**config.mk**
```make
export PLATFORM = sky130hd
export DESIGN_NAME = ttt_move_ctrl
export DESIGN_NICKNAME = d
export VERILOG_FILES = /design/src/rtl/ttt_pkg.sv /design/src/rtl/ttt_first_empty.sv /design/src/rtl/ttt_move_ctrl.sv
export SDC_FILE = /design/constraint.sdc
export NUM_CORES = 1
export LEC_CHECK = 0
export ABC_CLOCK_PERIOD_IN_PS = 3800
export CAP_MARGIN = 20
export CORE_MARGIN = 5
export CORE_UTILIZATION = 48
export DETAILED_ROUTE_END_ITERATION = 6
export HOLD_SLACK_MARGIN = 0.02
export PLACE_DENSITY = 0.76
export SETUP_SLACK_MARGIN = 0.05
export SYNTH_ARGS = -nofsm -noshare
export SYNTH_HDL_FRONTEND = slang
export SYNTH_SLANG_ARGS = --single-unit
```
**constraint.sdc**
```tcl
create_clock -name clock -period 3.8 [get_ports clock]
set_clock_uncertainty 0.1 [all_clocks]
set_input_delay 1.14 -clock clock [delete_from_list [all_inputs] [get_ports clock]]
set_output_delay 1.14 -clock clock [all_outputs]
set_load 0.005 [all_outputs]
```
**src/rtl/ttt_pkg.sv**
```systemverilog
// Shared types and constants for the tic-tac-toe move controller and win validator.
package ttt_pkg;

  localparam int NUM_CELLS = 9;
  localparam int CELL_W    = 2;
  localparam int BOARD_W   = NUM_CELLS * CELL_W;
  localparam int CNT_W     = 4;
  localparam int IDX_W     = 4;

  typedef enum logic [1:0] {
    EMPTY = 2'b00,
    PX    = 2'b01,
    PO    = 2'b10
  } cell_t;

  typedef enum logic [1:0] {
    IDLE,
    WAIT_MOVE,
    CHECK,
    DONE
  } state_t;

  // The opponent of the given player; anything that is not X hands the turn to X.
  function automatic cell_t other_player(input cell_t p);
    return (p == PX) ? PO : PX;
  endfunction

endpackage

```
**src/rtl/ttt_first_empty.sv**
```systemverilog
// Combinational priority encoder: lowest-index empty cell of the board and a found flag.
module ttt_first_empty
  import ttt_pkg::*;
(
  input  logic [BOARD_W-1:0] i_board,
  output logic [IDX_W-1:0]   o_idx,
  output logic               o_found
);

  // Scan from the highest cell down so the lowest empty index is the last one written.
  always_comb begin
    // NOTE: every output of a combinational block gets a value before any branch, otherwise a latch is inferred.
    o_idx   = '0;
    o_found = 1'b0;
    for (int k = NUM_CELLS - 1; k >= 0; k--) begin
      if (i_board[k*CELL_W +: CELL_W] == EMPTY) begin
        o_idx   = IDX_W'(k);
        o_found = 1'b1;
      end
    end
  end

endmodule

```
**src/rtl/ttt_move_ctrl.sv**
```systemverilog
// Tic-tac-toe move controller: validates and places moves, alternates players, counts moves
// and ends the game on the validator's win flag or a full board.
// Optional feature: define TTT_TURN_TIMER_EN to add a per-turn timer that places an
// automatic move in the lowest empty cell after TURN_CYCLES idle cycles.
module ttt_move_ctrl
  import ttt_pkg::*;
#(
  parameter int TURN_CYCLES = 50_000_000
) (
  input  logic                 clock,
  input  logic                 reset,
  input  logic                 start,
  input  logic                 move_valid,
  input  logic [3:0]           move_cell,
  input  logic                 win_i,
  output logic [BOARD_W-1:0]   board_o,
  output logic [1:0]           player_o,
  output logic                 move_ack,
  output logic                 move_err,
  output logic                 timeout_o,
  output logic                 game_over,
  output logic [1:0]           winner_o
);

  state_t               r_state, w_state_nx;
  logic [BOARD_W-1:0]   r_board, w_board_nx;
  cell_t                r_player, w_player_nx;
  logic [CNT_W-1:0]     r_count, w_count_nx;
  logic [1:0]           r_winner, w_winner_nx;
  logic                 r_ack, w_ack_nx;
  logic                 r_err, w_err_nx;
  logic                 r_timeout, w_timeout_nx;

  logic                 w_cell_in_range;
  logic                 w_cell_empty;
  logic                 w_legal;
  logic                 w_expired;
  logic [IDX_W-1:0]     w_empty_idx;
  logic                 w_wr_en;
  logic [IDX_W-1:0]     w_wr_idx;

`ifdef TTT_TURN_TIMER_EN
  localparam int TMR_W = (TURN_CYCLES > 1) ? $clog2(TURN_CYCLES) : 1;

  logic [TMR_W-1:0] r_timer, w_timer_nx;
  logic             w_empty_found;

  ttt_first_empty u_first_empty (
    .i_board (r_board),
    .o_idx   (w_empty_idx),
    .o_found (w_empty_found)
  );

  assign w_expired = (r_state == WAIT_MOVE) && !start && w_empty_found &&
                     (r_timer == TMR_W'(TURN_CYCLES - 1));

  // Timer runs only while staying in WAIT_MOVE; any entry or restart starts it from zero.
  always_comb begin
    w_timer_nx = '0;
    if ((r_state == WAIT_MOVE) && (w_state_nx == WAIT_MOVE) && !start) begin
      w_timer_nx = r_timer + TMR_W'(1);
    end
  end

  // Turn timer register.
  always_ff @(posedge clock) begin
    if (!reset) begin
      r_timer <= '0;
    end else begin
      r_timer <= w_timer_nx;
    end
  end
`else
  logic w_unused_turn_cycles;

  assign w_unused_turn_cycles = (TURN_CYCLES != 0);
  assign w_expired            = 1'b0;
  assign w_empty_idx          = '0;
`endif

  // Decode the requested cell: in range and currently empty.
  always_comb begin
    w_cell_in_range = 1'b0;
    w_cell_empty    = 1'b0;
    for (int k = 0; k < NUM_CELLS; k++) begin
      if (move_cell == 4'(k)) begin
        w_cell_in_range = 1'b1;
        w_cell_empty    = (r_board[k*CELL_W +: CELL_W] == EMPTY);
      end
    end
  end

  assign w_legal = move_valid && w_cell_in_range && w_cell_empty;

  // Next-state, board update and pulse generation; start overrides everything.
  always_comb begin
    w_state_nx   = r_state;
    w_board_nx   = r_board;
    w_player_nx  = r_player;
    w_count_nx   = r_count;
    w_winner_nx  = r_winner;
    w_ack_nx     = 1'b0;
    w_err_nx     = 1'b0;
    w_timeout_nx = 1'b0;
    w_wr_en      = 1'b0;
    w_wr_idx     = move_cell;

    if (start) begin
      w_state_nx  = WAIT_MOVE;
      w_board_nx  = '0;
      w_player_nx = PX;
      w_count_nx  = '0;
      w_winner_nx = 2'b00;
    end else begin
      unique case (r_state)
        IDLE: begin
        end
        WAIT_MOVE: begin
          if (w_legal) begin
            w_wr_en    = 1'b1;
            w_ack_nx   = 1'b1;
            w_state_nx = CHECK;
          end else if (w_expired) begin
            // An illegal request on the expiry cycle is dropped silently in favour of the auto-move.
            w_wr_en      = 1'b1;
            w_wr_idx     = w_empty_idx;
            w_timeout_nx = 1'b1;
            w_state_nx   = CHECK;
          end else if (move_valid) begin
            w_err_nx = 1'b1;
          end
        end
        CHECK: begin
          if (win_i) begin
            w_winner_nx = r_player;
            w_state_nx  = DONE;
          end else if (r_count == CNT_W'(NUM_CELLS)) begin
            w_winner_nx = 2'b00;
            w_state_nx  = DONE;
          end else begin
            w_player_nx = other_player(r_player);
            w_state_nx  = WAIT_MOVE;
          end
        end
        DONE: begin
        end
        default: begin
          w_state_nx = IDLE;
        end
      endcase
    end

    if (w_wr_en) begin
      for (int k = 0; k < NUM_CELLS; k++) begin
        if (w_wr_idx == IDX_W'(k)) begin
          w_board_nx[k*CELL_W +: CELL_W] = r_player;
        end
      end
      if (r_count < CNT_W'(NUM_CELLS)) begin
        w_count_nx = r_count + CNT_W'(1);
      end
    end
  end

  // State and datapath registers with synchronous active-low reset.
  always_ff @(posedge clock) begin
    // NOTE: sequential state uses non-blocking assignments so every register samples pre-edge values.
    if (!reset) begin
      r_state   <= IDLE;
      r_board   <= '0;
      r_player  <= PX;
      r_count   <= '0;
      r_winner  <= 2'b00;
      r_ack     <= 1'b0;
      r_err     <= 1'b0;
      r_timeout <= 1'b0;
    end else begin
      r_state   <= w_state_nx;
      r_board   <= w_board_nx;
      r_player  <= w_player_nx;
      r_count   <= w_count_nx;
      r_winner  <= w_winner_nx;
      r_ack     <= w_ack_nx;
      r_err     <= w_err_nx;
      r_timeout <= w_timeout_nx;
    end
  end

  assign board_o   = r_board;
  assign player_o  = r_player;
  assign move_ack  = r_ack;
  assign move_err  = r_err;
  assign timeout_o = r_timeout;
  assign game_over = (r_state == DONE);
  assign winner_o  = r_winner;

endmodule

```
==> results of run 1 <==
-- state kept, by name, summed over array words and instances, names as in the netlist --
signal / cells
winner_o: 2
player_o: 2
move_ack: 1
r_state: 2
r_count: 4
move_err: 1
board_o: 18
-- stage by stage --
step / utilization [%] / setup slack (ns)
after floorplan: - / 0.7716
after global placement: 62.88 / 0.3852
after detailed placement: 62.88 / 0.3494
after CTS: 65.72 / 0.6993
after global routing: 65.72 / 0.6031
final: 65.72 / 0.6948
-- cell families (layout without fill, tap and decap cells) --
logic type / Yosys count / in the layout
and+or+nand+nor: 65 / 65
AOI/OAI and AO/OA: 41 / 41
DFF: 30 / 30
buffers and inverters: 13 / 50
muxes: 4 / 4
adders and majority gates: 3 / 3
other: 1 / 1
-- worst paths after layout --
kind,from,endpoint,slack (ns)
min,board_o[13]$_SDFF_PN0_,board_o[13]$_SDFF_PN0_,0.37
max reg2reg,board_o[10]$_SDFF_PN0_,r_count[0]$_SDFF_PN0_,1.59
min reg2reg,board_o[13]$_SDFF_PN0_,board_o[13]$_SDFF_PN0_,0.37
max,move_cell[0],r_count[2]$_SDFF_PN0_,0.69
-- per-layer routing --
layer  GRT usage (%)  routed length, um  part of all wire, %
met4           5.455                 34                  1.0
met2           28.17               1697                   50
met1           21.27               1477                   43
met3           6.750                200                  5.9
met5               0                  0                    0
-- power groups by stage --
stage,clock network (mW),registers (mW),logic (mW)
floorplan,0,0.325,0.0346
global placement,0,0.325,0.0530
detailed placement,0,0.325,0.0538
CTS,0.252,0.318,0.0541
global route,0.270,0.318,0.0592
finish,0.248,0.318,0.0544
-- placed cells by master (no fill, tap or decap), types with 2 or more instances in the layout --
cell type,Yosys,layout
sky130_fd_sc_hd__o21ai_1,17,17
sky130_fd_sc_hd__inv_1,6,6
sky130_fd_sc_hd__ha_1,3,3
sky130_fd_sc_hd__clkbuf_4,0,5
sky130_fd_sc_hd__clkinv_2,0,2
sky130_fd_sc_hd__nand3_1,2,2
sky130_fd_sc_hd__buf_4,1,3
sky130_fd_sc_hd__nor4b_1,2,2
sky130_fd_sc_hd__o2111ai_1,4,4
sky130_fd_sc_hd__dfxtp_1,30,30
sky130_fd_sc_hd__nor2b_1,2,2
sky130_fd_sc_hd__or3_1,2,2
sky130_fd_sc_hd__a31oi_1,2,2
sky130_fd_sc_hd__nor2_1,11,11
sky130_fd_sc_hd__nand2b_1,4,4
sky130_fd_sc_hd__clkdlybuf4s50_1,0,33
sky130_fd_sc_hd__and2_1,3,3
sky130_fd_sc_hd__o21ai_0,2,2
sky130_fd_sc_hd__mux2i_1,3,3
sky130_fd_sc_hd__a32oi_1,2,2
sky130_fd_sc_hd__nor3_1,2,2
sky130_fd_sc_hd__nand2_1,29,29
-- tightest hold or removal path: stages, from the launching register on --
cell and delay [ns]:
sky130_fd_sc_hd__dfxtp_1 0.33, sky130_fd_sc_hd__nand2_1 0.05, sky130_fd_sc_hd__o21ai_1 0.05
-- final cells by class --
| type | instances | area share [%] |
|---|---|---|
| Inverter | 6 | 1.253 |
| Sequential cell | 30 | 33.43 |
| Multi-Input combinational cell | 114 | 39.21 |
| Clock buffer | 5 | 2.089 |
| Clock inverter | 3 | 2.228 |
| Timing Repair Buffer | 36 | 19.64 |
| Tap cell | 31 | 2.159 |
==> out/results.ini, run 1 <==
[synthesis]
yosys_warnings=0
synth-simple-area-share_pct=23.63
xor_xnor_share_of_the_synthesized_area_pct=0
synth_flop_cell=sky130_fd_sc_hd__dfxtp_1
yosys-mux-area-fraction_pct=3.022
synth_commonest_cells=30 x sky130_fd_sc_hd__dfxtp_1, 29 x sky130_fd_sc_hd__nand2_1, 17 x sky130_fd_sc_hd__o21ai_1, 11 x sky130_fd_sc_hd__nor2_1, 6 x sky130_fd_sc_hd__inv_1
synthesis.nets=169
synth_sequential_area_ratio_pct=43.96
ffs_latches_synth=30
postSynth.asyncResetShare_pct=0
synth_area_leaders=sky130_fd_sc_hd__dfxtp_1 44%, sky130_fd_sc_hd__nand2_1 8.0%, sky130_fd_sc_hd__o21ai_1 6.2%
synth_compound_area_share_pct=21.89
synthMostInstantiatedCell=sky130_fd_sc_hd__dfxtp_1
count_of_distinct_cell_types_in_the_synthesized_netlist=46
synth.largest_area_cell=sky130_fd_sc_hd__dfxtp_1
yosys.area_share.adder_pct=2.747
synthesis.area_per_instance_sq_um=8.703
synth_edf_count=0
netlist.area_leader.share_pct=43.96
combinational_family_with_the_most_area_after_synthesis=simple AND/OR/NAND/NOR gates
synth_area_sq_um=1366
post_synth_inst_count=157

[critical_path]
cell_with_the_largest_stage_delay_on_the_worst_path=sky130_fd_sc_hd__o41ai_1
worst-endpoint-required_ns=3.93
timing.critical_path.depth=7
critPathBufInv=2
crit_arrival_ns=3.23
worst-setup-path-type=in -> reg
cp-end-kind=flip-flop
setup.worst_path.start_class=input pin
timing.critical_path.fanout_max=10
cells_along_the_critical_path=clkdlybuf4s50_1, buf_4, or2_2, o41ai_1, and2_1, o21ai_1, o221a_1
worst_path_largest_cell_delay_ns=0.45
cp_top_family=compound AO/OA/AOI/OAI gates
worst_r2r_path_depth=5

[floorplan]
initial_utilization_pct=49.98
rows=19
placeableCoreArea_sq_um=2734
dieArea_sq_um=4013
chipWidth_um=63.35
pin_count=35
die_y_um=63.35

[pwr]
static-leakage-power_nw=0.6394
share_seq_of_total_power_pct=51.2
share_clk_of_total_power_pct=40.0
power-per-cell-area_nw_per_um2=345.5
power_switching_uw=144.1
relative_contribution_of_combinational_cells_to_total_power_pct=8.8
peakVddDrop_v=0.0003649
net_switching_share_of_the_total_power_pct=23.21
power.total_uw=620.7
internal_power_uw=476.6

[grt]
pin_count_of_the_biggest_net_entering_global_routing=25
grt_antenna_before_repair=0
grt_first_pass_wirelength_um=5540
grt_overflow=0
globalRouteTotalUtil_pct=17.46
grt_pass1_vias=1157

[clock_tree]
post-cts-setup-buffer-count=0
post_cts_hold_buffer_count=0
cts_repair_resize_count=0
cts_tree=built
cts.htree.levels=2
cts.path.max_buffers=2
clock_sink_count=30
numCtsBuffers=5
cts.clk_slew.worst_paths_ns=0.09
clk_root_buffer_cell=sky130_fd_sc_hd__clkbuf_4
clock_insertion_delay_worst_skew_ns=0.33

[placement]
dpl_cell_area_sq_um=1719
place_inst=217
place.gp.congestion=0.8050
numPortBuffers=33
dp.final_hpwl_um=2634

[detailed_routing]
ant_nets=0
remaining_drc_errors=0
detailedRoute.firstIterationViolations=44
post_drt_via_cell_ratio=5.618
drt-wirelength-per-cell_um=15.15
detail_route.wirelength_um=3409
via_count=1264
drt_first_pass_iters=5

[timing]
rsz0062_at_grt=no
timing_worst_slew_pin_value_ns=0.5144
finalHoldViolations=0
fin_crit_sh_pct=81.72
layout_min_cycle_time_ns=3.105
finalSetupViolations=0
final_slew_violations=0
max_freq_ghz=0.3220
slew_headroom_pct=65.26
fin_setup_tns_ns=0
timing.hold.ws_ns=0.3681

[worst_hold_path]
hold_path.class=reg -> reg
hold-path-cell-count=2

[finish]
nNetsFinal=205
final_layout_size_suffix_gt1_share_pct=7.732
stdcell_count=225
n_antenna_cell=0
fillerInstances=237
fin_area_sq_um=1797
syn2layout_area_growth_pct=31.50
multi_input_area_sq_um=704.4
ff_latch_area_sq_um=600.6

[flow_run]
timing.max_cap.violations=0

[run_status]
run_status=complete, no violations

Power figures use the tool's default switching activity.
==> run 2: changes to the inputs <==
--- a/config.mk
+++ b/config.mk
@@ -5,7 +5,7 @@
 export SDC_FILE = /design/constraint.sdc
 export NUM_CORES = 1
 export LEC_CHECK = 0
-export ABC_CLOCK_PERIOD_IN_PS = 3800
+export ABC_CLOCK_PERIOD_IN_PS = 3140
 export CAP_MARGIN = 20
 export CORE_MARGIN = 5
 export CORE_UTILIZATION = 48
==> constraint.sdc (replaced) <==
create_clock -name clock -period 3.14 [get_ports clock]
set_clock_uncertainty 0.1 [all_clocks]
set_input_delay 0.942 -clock clock [delete_from_list [all_inputs] [get_ports clock]]
set_output_delay 0.942 -clock clock [all_outputs]
set_load 0.005 [all_outputs]
==> out/results.ini, run 2 (synthesized netlist as in run 1, its figures left out) <==
[run_status]
run_status=complete, no violations

[floorplan]
placeableCoreArea_sq_um=2734  ; unchanged
chipWidth_um=63.35  ; unchanged
pin_count=35  ; unchanged
die_y_um=63.35  ; unchanged
initial_utilization_pct=49.98  ; unchanged
rows=19  ; unchanged
dieArea_sq_um=4013  ; unchanged

[critical_path]
cp-end-kind=flip-flop
crit_arrival_ns=3.09  ; -0.14 ns
setup.worst_path.start_class=input pin
cp_top_family=compound AO/OA/AOI/OAI gates
worst-setup-path-type=in -> reg
worst_path_largest_cell_delay_ns=0.53  ; +0.08 ns
critPathBufInv=1  ; -1
cells_along_the_critical_path=clkdlybuf4s50_1, or4b_1, a21o_1, a221oi_4, o2111ai_1, o21ai_1
setup_slack_of_the_worst_register_to_register_path_ns=0.91  ; -0.68 ns
timing.critical_path.fanout_max=6  ; -4
worst_r2r_path_depth=5  ; unchanged
cell_with_the_largest_stage_delay_on_the_worst_path=sky130_fd_sc_hd__or4b_1
timing.critical_path.depth=6  ; -1
worst-endpoint-required_ns=3.29  ; -0.64 ns

[finish]
syn2layout_area_growth_pct=36.81
nNetsFinal=217  ; +5.9%
final_layout_size_suffix_gt1_share_pct=12.62  ; +4.9 points
layout_common_cells=33 x sky130_fd_sc_hd__clkdlybuf4s50_1, 30 x sky130_fd_sc_hd__dfxtp_1, 29 x sky130_fd_sc_hd__nand2_1
largest_register_ff_count=18  ; unchanged
mostFrequentLayoutCell=sky130_fd_sc_hd__clkdlybuf4s50_1
fin_area_sq_um=1869  ; +4.0%
n_antenna_cell=0  ; unchanged

[placement]
dp.final_hpwl_um=2700  ; +2.5%
place.gp.congestion=0.8397  ; +4.3%
dp_slack_ns=-0.1350  ; -0.4844 ns
numPortBuffers=33  ; unchanged
dpl_cell_area_sq_um=1809  ; +5.2%

[grt]
grt_pass1_vias=1223  ; +5.7%
groute.layer.met1.usage_pct=22.73  ; +1.5 points
pin_count_of_the_biggest_net_entering_global_routing=25  ; unchanged
top_usage_layer=met2
grt_overflow=0  ; unchanged
grt_antenna_before_repair=0  ; unchanged
met3_usage_pct=5.861  ; -0.89 points
grt_first_pass_wirelength_um=5789  ; +4.5%
met2_routing_resource_usage_after_global_routing_pct=28.93  ; +0.76 points
globalRouteTotalUtil_pct=18.11  ; +0.64 points

[pwr]
share_seq_of_total_power_pct=55.2  ; +4.0 points
peakVddDrop_v=0.0003152  ; -14%
internal_power_uw=529.5  ; +11%
share_clk_of_total_power_pct=33.7  ; -6.3 points
power_switching_uw=167.5  ; +16%
power-per-cell-area_nw_per_um2=372.9  ; +7.9%
net_switching_share_of_the_total_power_pct=24.03  ; +0.81 points
static-leakage-power_nw=0.6878  ; +7.6%
relative_contribution_of_combinational_cells_to_total_power_pct=11.1  ; +2.3 points

[detailed_routing]
ant_nets=0  ; unchanged
detailedRoute.firstIterationViolations=66  ; +50%
via_count=1315  ; +4.0%
drt_first_pass_iters=4  ; -1
drt-wirelength-per-cell_um=14.81  ; -2.3%
remaining_drc_errors=0  ; unchanged
detail_route.wirelength_um=3510  ; +3.0%
post_drt_via_cell_ratio=5.549  ; -1.2%

[clock_tree]
cts_tree=built
clock_insertion_delay_worst_skew_ns=0.32  ; about the same
post_cts_hold_buffer_count=0  ; unchanged
cts_repair_resize_count=0  ; unchanged
cts.htree.levels=2  ; unchanged
post-cts-setup-buffer-count=0  ; unchanged
clock_sink_count=30  ; unchanged
cts.path.max_buffers=2  ; unchanged
clk_root_buffer_cell=sky130_fd_sc_hd__clkbuf_4
numCtsBuffers=5  ; unchanged
cts.clk_slew.worst_paths_ns=0.09  ; about the same

[timing]
slew_headroom_pct=61.71  ; -3.6 points
timing_worst_slew_pin_value_ns=0.5738  ; +0.05945 ns
final_slew_violations=0  ; unchanged
rsz0062_at_grt=no
finalSetupViolations=0  ; unchanged
timing.hold.ws_ns=0.3681  ; +0.00004100 ns
finalHoldViolations=0  ; unchanged
layout_min_cycle_time_ns=2.932
fin_crit_sh_pct=93.39
max_freq_ghz=0.3410
layout_setup_ws_ns=0.2076  ; -0.4871 ns

[worst_hold_path]
hold_path.class=reg -> reg
hold-path-cell-count=2  ; unchanged

[flow_run]
timing.max_cap.violations=0  ; unchanged

run 2: cell types whose count changed in the layout (fill, tap and decap cells not counted), sizes merged:
cell	before	now
buf	3	15
bufinv	1	0
clkinv	2	1
clkbuf	5	7
run 2: per-stage QoR:
stage / cells / utilization (%) / TNS [ns] / power, mW
2_1_floorplan: 157 / - / 0 / 0.4351
3_3_place_gp: 229 / 66.18 / -0.7500 / 0.4690
3_5_place_dp: 229 / 66.18 / -1.598 / 0.4702
4_1_cts: 237 / 68.38 / 0 / 0.7045
5_1_grt: 237 / 68.38 / 0 / 0.7349
6_report: 237 / 68.38 / 0 / 0.6970
run 2: metal layers:
layer / vias to the layer above / routed length [um]
met4: 0 / 53
met3: 5 / 220
met1: 616 / 1531
met2: 39 / 1706
met5: - / 0
li1: 655 / -
run 2: final cells by class:
type | instances | area [sq um]
fill | 221 | 864.6
multi-input combinational | 114 | 704.4
sequential | 30 | 600.6
timing repair buffer | 48 | 442.9
clock buffer | 7 | 55.05
tap | 31 | 38.79
inverter | 6 | 22.52
clock inverter | 1 | 5.005
run 2: worst min-delay path, cell delays in order, from the launching register on:
cell and delay, ns:
sky130_fd_sc_hd__dfxtp_1 0.33, sky130_fd_sc_hd__nand2_1 0.05, sky130_fd_sc_hd__o21ai_1 0.05
run 2: power by group through the flow:
stage | Combinational [mW] | Clock, mW | Sequential [mW]
final | 0.0774 | 0.235 | 0.385
after global routing | 0.0845 | 0.265 | 0.385
after CTS | 0.0770 | 0.243 | 0.385
after detailed placement | 0.0765 | 0 | 0.394
after global placement | 0.0755 | 0 | 0.394
after floorplan | 0.0419 | 0 | 0.393
run 2: final timing paths:
check / startpoint / end
setup / recovery: move_cell[1] / board_o[4]$_SDFF_PN0_
hold / removal: board_o[15]$_SDFF_PN0_ / board_o[15]$_SDFF_PN0_
setup reg to reg: board_o[10]$_SDFF_PN0_ / board_o[4]$_SDFF_PN0_
hold reg to reg: board_o[15]$_SDFF_PN0_ / board_o[15]$_SDFF_PN0_
